## src/rtl/farm_pkg.sv

```systemverilog
// Shared defaults and helpers for the sensor window monitor.
// Threshold select encodings and a width helper.
package farm_pkg;

  localparam int DEF_DW       = 8;
  localparam int DEF_NCH      = 4;
  localparam int DEF_AVG_LOG2 = 2;

  localparam logic CFG_MIN = 1'b0;
  localparam logic CFG_MAX = 1'b1;

  // Bits needed to index n items, never less than 1.
  function automatic int clog2(input int n);
    int r;
    r = 0;
    while ((1 << r) < n) r++;
    if (r < 1) r = 1;
    return r;
  endfunction

endpackage

```

## src/rtl/alert_debounce.sv

```systemverilog
// Per-channel alert debounce: counts consecutive qualifying
// averages and toggles the alert after DEB of them.
// Ports: clk, rst_n, eval, out, in_band -> alert, cnt.
module alert_debounce
  import farm_pkg::*;
#(
  parameter int DEB = 3,
  localparam int CNTW = clog2(DEB + 1)
) (
  input  logic            clk,
  input  logic            rst_n,
  input  logic            eval,
  input  logic            out,
  input  logic            in_band,
  output logic            alert,
  output logic [CNTW-1:0] cnt
);

  logic            alert_d;
  logic [CNTW-1:0] cnt_d;
  logic            qual;

  // While clear, out-of-window averages qualify to set;
  // while set, in-band averages qualify to clear.
  always_comb begin
    alert_d = alert;
    cnt_d   = cnt;
    qual    = alert ? in_band : out;
    if (eval) begin
      if (!qual) begin
        cnt_d = '0;
      end else if (cnt == CNTW'(DEB - 1)) begin
        alert_d = ~alert;
        cnt_d   = '0;
      end else begin
        cnt_d = cnt + 1'b1;
      end
    end
  end

  always_ff @(posedge clk) begin
    if (!rst_n) begin
      alert <= 1'b0;
      cnt   <= '0;
    end else begin
      alert <= alert_d;
      cnt   <= cnt_d;
    end
  end

endmodule

```

## src/rtl/sensor_window_monitor.sv

```systemverilog
// Per-channel moving average with debounced min/max alerts.
// Ports: sample in (s_*), config (cfg_*), avg_* out, alerts, drop_err.
module sensor_window_monitor
  import farm_pkg::*;
#(
  parameter int NCH      = DEF_NCH,
  parameter int DW       = DEF_DW,
  parameter int AVG_LOG2 = DEF_AVG_LOG2,
  parameter int DEB      = 3,
  parameter int HYST     = 4,
  localparam int CW = clog2(NCH)
) (
  input  logic          clk,
  input  logic          rst_n,
  input  logic          ena,
  input  logic          s_valid,
  input  logic [CW-1:0] s_chan,
  input  logic [DW-1:0] s_data,
  input  logic          cfg_we,
  input  logic [CW-1:0] cfg_chan,
  input  logic          cfg_sel,
  input  logic [DW-1:0] cfg_data,
  output logic          avg_valid,
  output logic [CW-1:0] avg_chan,
  output logic [DW-1:0] avg_data,
  output logic          avg_primed,
  output logic [NCH-1:0] alert_vec,
  output logic          alert_any,
  output logic          drop_err
);

  localparam int D    = 1 << AVG_LOG2;
  localparam int SW   = DW + AVG_LOG2;
  localparam int PW   = AVG_LOG2;
  localparam int CNTW = clog2(DEB + 1);

  logic [DW-1:0]  ring_q [NCH][D];
  logic [SW-1:0]  sum_q  [NCH];
  logic [PW-1:0]  ptr_q  [NCH];
  logic [NCH-1:0] primed_q;
  logic [DW-1:0]  min_q  [NCH];
  logic [DW-1:0]  max_q  [NCH];

  // Stage 1 read-modify-write of the selected channel.
  logic          in_range;
  logic          accept;
  logic          drop;
  logic [CW-1:0] c;
  logic [DW-1:0] old;
  logic [SW-1:0] new_sum;
  logic          wrap;

  always_comb begin
    in_range = 32'(s_chan) < NCH;
    accept   = ena & s_valid & in_range;
    drop     = ena & s_valid & ~in_range;
    c        = in_range ? s_chan : '0;
    old      = ring_q[c][ptr_q[c]];
    new_sum  = sum_q[c] - SW'(old) + SW'(s_data);
    wrap     = ptr_q[c] == PW'(D - 1);
  end

  always_ff @(posedge clk) begin
    if (!rst_n) begin
      for (int i = 0; i < NCH; i++) begin
        for (int j = 0; j < D; j++) begin
          ring_q[i][j] <= '0;
        end
        sum_q[i] <= '0;
        ptr_q[i] <= '0;
      end
      primed_q   <= '0;
      avg_valid  <= 1'b0;
      avg_chan   <= '0;
      avg_data   <= '0;
      avg_primed <= 1'b0;
      drop_err   <= 1'b0;
    end else begin
      avg_valid <= accept;
      if (accept) begin
        ring_q[c][ptr_q[c]] <= s_data;
        sum_q[c]   <= new_sum;
        ptr_q[c]   <= ptr_q[c] + 1'b1;
        if (wrap) primed_q[c] <= 1'b1;
        avg_chan   <= c;
        avg_data   <= new_sum[SW-1:AVG_LOG2];
        avg_primed <= primed_q[c] | wrap;
      end
      if (drop) drop_err <= 1'b1;
    end
  end

  // Threshold registers; reset leaves the window wide open.
  always_ff @(posedge clk) begin
    if (!rst_n) begin
      for (int i = 0; i < NCH; i++) begin
        min_q[i] <= '0;
        max_q[i] <= '1;
      end
    end else if (cfg_we && 32'(cfg_chan) < NCH) begin
      if (cfg_sel == CFG_MIN) min_q[cfg_chan] <= cfg_data;
      else                    max_q[cfg_chan] <= cfg_data;
    end
  end

  // Stage 2 window and hysteresis band compare.
  logic [DW-1:0] mn;
  logic [DW-1:0] mx;
  logic [DW:0]   av;
  logic [DW:0]   lo;
  logic [DW:0]   hi;
  logic          out_rng;
  logic          in_band;
  logic          hi_ok;

  always_comb begin
    mn      = min_q[avg_chan];
    mx      = max_q[avg_chan];
    av      = {1'b0, avg_data};
    lo      = {1'b0, mn} + (DW + 1)'(HYST);
    hi      = {1'b0, mx} - (DW + 1)'(HYST);
    // Guard against max-HYST wrapping below zero.
    hi_ok   = {1'b0, mx} >= (DW + 1)'(HYST);
    out_rng = (avg_data < mn) || (avg_data > mx);
    in_band = hi_ok && (av >= lo) && (av <= hi);
  end

  logic [NCH*CNTW-1:0] cnt_flat;

  for (genvar i = 0; i < NCH; i++) begin : g_ch
    logic eval;
    assign eval = avg_valid & avg_primed
                & (32'(avg_chan) == i);
    alert_debounce #(
      .DEB(DEB)
    ) u_deb (
      .clk    (clk),
      .rst_n  (rst_n),
      .eval   (eval),
      .out    (out_rng),
      .in_band(in_band),
      .alert  (alert_vec[i]),
      .cnt    (cnt_flat[i*CNTW +: CNTW])
    );
  end

  logic unused_cnt;
  assign unused_cnt = ^cnt_flat;

  always_ff @(posedge clk) begin
    if (!rst_n) alert_any <= 1'b0;
    else        alert_any <= |alert_vec;
  end

endmodule

```

## config.mk

```make
export PLATFORM = sky130hd
export DESIGN_NAME = sensor_window_monitor
export DESIGN_NICKNAME = d
export VERILOG_FILES = /design/src/rtl/farm_pkg.sv /design/src/rtl/alert_debounce.sv /design/src/rtl/sensor_window_monitor.sv
export SDC_FILE = /design/constraint.sdc
export NUM_CORES = 1
export LEC_CHECK = 0
export ABC_AREA = 1
export CAP_MARGIN = 20
export CORE_MARGIN = 2
export CORE_UTILIZATION = 50
export CTS_BUF_LIST = sky130_fd_sc_hd__clkbuf_8
export DETAILED_ROUTE_END_ITERATION = 8
export GPL_ROUTABILITY_DRIVEN = 1
export PLACE_DENSITY_LB_ADDON = 0.2
export SETUP_SLACK_MARGIN = 0.3
export SLEW_MARGIN = 20
export SYNTH_ARGS = -nofsm -noshare
export SYNTH_HDL_FRONTEND = slang
export SYNTH_SLANG_ARGS = --single-unit
```

## constraint.sdc

```tcl
create_clock -name clk -period 11.6 [get_ports clk]
set_input_delay 1.16 -clock clk [delete_from_list [all_inputs] [get_ports clk]]
set_output_delay 1.16 -clock clk [all_outputs]
set_load 0.02 [all_outputs]
```

# Word-level counts from Yosys, hierarchy flattened

Memory sizes are Yosys's and may differ from the RTL's. A register that Yosys moved wholly into a read port is not among the register bits.
Index checks and enable logic that the tools add are counted.

Muxes and demuxes: 53
Eq/ne operators: 8
Order comparisons: 9
$add $sub $neg: 9
Reductions and logical operators: 17
Bitwise gates (word level): 13

Operator list:

| cell                  | number |
|---|---|
| $mux W32              | 3 |
| $mux W8               | 5 |
| $mux W2               | 18 |
| $reduce_or A32 Y1     | 1 |
| $mux W1               | 22 |
| $bmux W8 S2           | 1 |
| $demux W8 S2          | 1 |
| $reduce_or A8 Y1      | 2 |
| $eq A2 B2 Y1 const B  | 7 |
| $reduce_and A3 Y1     | 4 |
| $add A10 B8 Y10       | 1 |
| $add A2 B1 Y2 const B | 5 |
| $mux W10              | 1 |
| $reduce_or A10 Y1     | 1 |
| $sub A10 B8 Y10       | 1 |
| $add A8 B3 Y9 const B | 1 |
| $ge A8 B9 Y1          | 1 |
| $le A8 B9 Y1          | 1 |
| $sub A8 B3 Y9 const B | 1 |
| $ge A8 B3 Y1 const B  | 1 |
| $gt A8 B8 Y1          | 1 |
| $lt A8 B8 Y1          | 1 |
| $and A1 B1 Y1         | 6 |
| $logic_and A1 B1 Y1   | 4 |
| other kinds (16)      | 19 |

Memory bits (writable): 240
Memories kept: 5
Register bits: 29
Input port bits: 26

Memory list:

| memory | words | bits a word | rd ports | clocked after memory_dff | write ports | RTL line                    | source |
|---|---|---|---|---|---|---|---|
| ring_q | 4     | 32          | 1        | 0                        | 4           | sensor_window_monitor.sv:37 | `logic [DW-1:0] ring_q [NCH][D];` |
| sum_q  | 4     | 10          | 1        | 0                        | 4           | sensor_window_monitor.sv:38 | `logic [SW-1:0] sum_q [NCH];` |
| max_q  | 4     | 8           | 1        | 1                        | 4           | sensor_window_monitor.sv:42 | `logic [DW-1:0] max_q [NCH];` |
| min_q  | 4     | 8           | 1        | 1                        | 4           | sensor_window_monitor.sv:41 | `logic [DW-1:0] min_q [NCH];` |
| ptr_q  | 4     | 2           | 1        | 0                        | 4           | sensor_window_monitor.sv:39 | `logic [PW-1:0] ptr_q [NCH];` |

# Longest topological paths before layout

An unclocked memory read counts as a cell.

Depth after elaboration: 9
Depth in mapped cells: 28
Mapped depth without buffers: 27

# Hierarchy

A second synthesis with hierarchy kept.

Cell total of the unflattened synthesis: 1,370
Area, all modules: 13,287.7 µm²

By module, submodules not included:

| module                | sequential area each (µm²) | cells an instance | area an instance (µm²) | instances |
|---|---|---|---|---|
| sensor_window_monitor | 7,587.3                    | 1,274             | 12,622.1               | 1 |
| alert_debounce        | 60.1                       | 24                | 166.4                  | 4 |

# Worst setup path after synthesis

No wires, ideal clock.

Kind: input to register
Start point: input s_chan[1]
End point: memory sum_q[1][8] in the netlist's numbering, data pin
Data arrival time: 4,270 ps
Path slack: 7,064 ps
Stages on the path: 24
Setup time: 266 ps
Data required time: 11,334 ps
Cells stage by stage: inv_2 nand2_1 inv_2 a22o_1 a221oi_4 buf_2 nand4_1 nand3_1 nand2_1 fa_1 inv_1 ha_1 a21oi_1 nand2_1 nand2_1 nand2_1 a21oi_1 nor2_1 o21ai_0 nand2_1 nand2_1 nand2_1 nand2_1 nor2_1

RTL lines:

| element     | RTL line                    | source |
|---|---|---|
| from (decl) | sensor_window_monitor.sv:17 | `input logic [CW-1:0] s_chan,` |
| to (decl)   | sensor_window_monitor.sv:38 |  |

==> flow_summary.toml <==
[synth]
avgSynthCellArea_um2 = 9.92
synth_edf_count = 240
syn_nets = 1384
yosys_warnings = 0
async_reset_ff_share_pct = 0
syn_area_um2 = 12900
synthFlopType = "edfxtp_1"
yosysSeqAreaShare_pct = 60.5
synth_seq_cells = 271
yosysUniqueCellTypes = 39
synthCells = 1305

[place]
dp_slack_ns = 5.03
portBuffers = 42
dp_hpwl_mm = 21.4
globalplace.congestion = 0.897

[worst_hold_path]
hp-start = "primed_q[2]$_SDFFE_PN0P_"
min_path_type = "register to register"
hold_end = "primed_q[2]$_SDFFE_PN0P_"
holdPathStages = 2

[cts]
clock-sinks = 271
postCtsHoldBufs = 0
cts_buffers = 46
root_buffer = "clkbuf_8"
ctsResizeCount = 0
clk_latency_ns = 0.57
cts_tree = "yes"
clockBufferDepth = 3
post_cts_buffers = 0
clkSlewWorstSetupHoldPaths_ns = 0.06
htreeDepth = 2

[power]
clkPwrFrac_pct = 32.9
p_leak_nw = 5.83
pwr-share-seq_pct = 50.3
swShare_pct = 28.9
ir_drop_uv = 82.5
switching_power_w = 0.000657
power_density_nw_per_um2 = 158
power_frac_comb_pct = 16.8
internal_power_w = 0.00162

[status]
status = "finished, final reports clean"

[drt]
wl_per_cell_um = 18.5
antenna_left = 0
drt_iter0_drc = 971
vias = 9474
drc = 0
dr.pass1.iters = 6
viasPerCell = 5.51
drt_wl_total_mm = 31.9

[worst_setup_path]
timing.rr.end = "sum_q[0][8]$_SDFFCE_PN0P_"
arrival_ns = 6.40
crit_fanout = 43
rrSetupSlack_ns = 7.29
worst_setup_path_end_kind = "register"
ff2ff_path_depth = 21
crit_required_ns = 11.88
critPathLaunchType = "input pin"
rr_startpoint = "ptr_q[1][0]$_SDFFCE_PN0P_"
crit_type = "input pin to register"

[floorplanning]
ios = 44
rows = 58
dieHeight_um = 165
die_w_um = 165
core_um2 = 25300
initial_core_util_pct = 51.1
die-area_um2 = 27200

[timing]
setup_viol = 0
clock_skew_ns = 0.0220
rsz0062_at_grt = "false"
worstMarginPinSlew_ns = 0.869
slew_violations = 0
max_slew_margin_pct = 42.1
tns_ns = 0
min_period_ns = 6.12
fin_ws_ns = 5.48
fmax_ghz = 0.163
fin_crit_sh_pct = 52.8
hold_viol_final = 0

[global_routing]
track_usage_pct = 24.0
overflow = 0
grt_first_pass_wirelength_mm = 49.3
grt_max_degree = 46
grt_pass1_vias = 9032
antenna_found_initial = 0

[final_layout]
mostFrequentLayoutCell = "nand2_1"
area_delta_synth_final_pct = 11.6
fin_nets = 1432
diodes = 0
regArea_um2 = 7830
drive_above_1_share_pct = 5.83
mostFrequentLayoutCells = "nand2_1 (313), edfxtp_1 (240), nor2_1 (229), inv_1 (118), nand3_1 (53)"
nFillCells = 2231
multi_input_area_um2 = 4450

[flow_run]
drv_cap = 0
[flip-flops by register name (all words and copies together) (netlist names), named ones only]
name	flops
ptr_q	8
avg_valid	1
max_q	32
avg_primed	1
g_ch.u_deb.alert	4
primed_q	4
g_ch.u_deb.cnt	8
alert_any	1
ring_q	128
sum_q	40
avg_chan	2
min_q	32
avg_data	8
[logic make-up after synthesis]
group / after synthesis / synth area share, %
simple gates: 660 / 20.7
flops: 271 / 60.5
buf+inv: 171 / 5.21
compound gates: 134 / 6.98
fa+ha+maj: 53 / 5.59
xor+xnor: 15 / 1.02
other cells: 1 / 0.0290
[metrics by stage]
step / util (%) / power, W / hold slack (ns) / cells / cell area, um2
after floorplan: - / 0.00142 / 0.423 / 1305 / 12900
after global placement: 53.8 / 0.00153 / 0.441 / 1635 / 13600
after detailed placement: 53.8 / 0.00154 / 0.442 / 1635 / 13600
after CTS: 57.0 / 0.00228 / 0.451 / 1720 / 14400
after global routing: 57.0 / 0.00238 / 0.468 / 1720 / 14400
final: 57.0 / 0.00227 / 0.455 / 1720 / 14400
[metal layers]
layer  part of all wire (%)  wire length (um)  GRT usage [%]  vias up
met5                      0                 0              0        -
met4                    2.2               690           6.40        0
met1                     45             14300           34.3     4494
li1                       -                 -              -     4547
met3                    7.4              2350           5.05       62
met2                     45             14500           37.4      371
[power by group through the flow]
stage	registers, W	logic [W]	clock network, W
2_1_floorplan	0.00116	0.000260	0
3_3_place_gp	0.00116	0.000372	0
3_5_place_dp	0.00116	0.000378	0
4_1_cts	0.00114	0.000380	0.000760
5_1_grt	0.00115	0.000431	0.000801
6_report	0.00114	0.000382	0.000749
[critical path: stages]
cell	delay (ns)
clkdlybuf4s50_1	0.61
inv_2	0.09
nand2_1	0.34
inv_2	0.41
a22o_1	0.37
a221oi_4	0.67
inv_2	0.37
nand4_1	0.18
nand3_1	0.08
nand2_1	0.11
fa_1	0.41
inv_1	0.07
ha_1	0.27
a21oi_1	0.14
nand2_1	0.10
nand2_1	0.07
nand2_1	0.05
a21oi_1	0.20
nor2_1	0.06
o21ai_0	0.21
nand2_1	0.08
nand2_1	0.06
nand2_1	0.04
nand2_1	0.16
nor2_1	0.07
[worst max path at each step]
stage               startpoint                        end  slack [ns]  depth (start not counted)
finish               s_chan[0]  sum_q[0][8]$_SDFFCE_PN0P_        5.48                         25
detailed placement   s_chan[0]  sum_q[1][8]$_SDFFCE_PN0P_        5.03                         25
global placement     s_chan[0]  sum_q[1][8]$_SDFFCE_PN0P_        5.19                         25
floorplan            s_chan[1]  sum_q[1][8]$_SDFFCE_PN0P_        7.06                         24
CTS                  s_chan[0]  sum_q[1][8]$_SDFFCE_PN0P_        5.59                         25
global route         s_chan[0]  sum_q[0][9]$_SDFFCE_PN0P_        5.11                         23
[Yosys cell counts, types with 2 or more instances]
cell type	count	area (um2)
nand2_1	313	1170
edfxtp_1	240	7210
nor2_1	230	863
inv_1	99	372
nand3_1	53	265
ha_1	45	563
a21oi_1	36	180
nand4_1	36	225
clkbuf_1	35	131
dfxtp_1	31	621
a22oi_1	29	218
o21ai_0	25	125
nor3_1	23	115
a221oi_1	11	96.3
a22o_1	11	96.3
buf_2	11	55.1
clkinv_1	9	33.8
inv_2	9	33.8
xor2_1	9	78.8
fa_1	8	160
o22ai_1	8	50.1
xnor2_1	6	52.6
buf_4	5	37.5
buf_1	3	11.3
a211oi_1	2	15.0
a32oi_1	2	17.5
nand2b_1	2	12.5
nor2_2	2	12.5
o21a_1	2	15.0
[area by class of cell]
| cell class | instances | share of cell area (%) |
|---|---|---|
| clock buffers | 46 | 4.39 |
| clock inverters | 39 | 1.15 |
| inverters | 117 | 3.04 |
| flip-flops and latches | 271 | 54.2 |
| well taps | 330 | 2.86 |
| repair buffers | 54 | 3.54 |
| multi-input cells | 863 | 30.8 |
(Power assumes the default switching activity.)
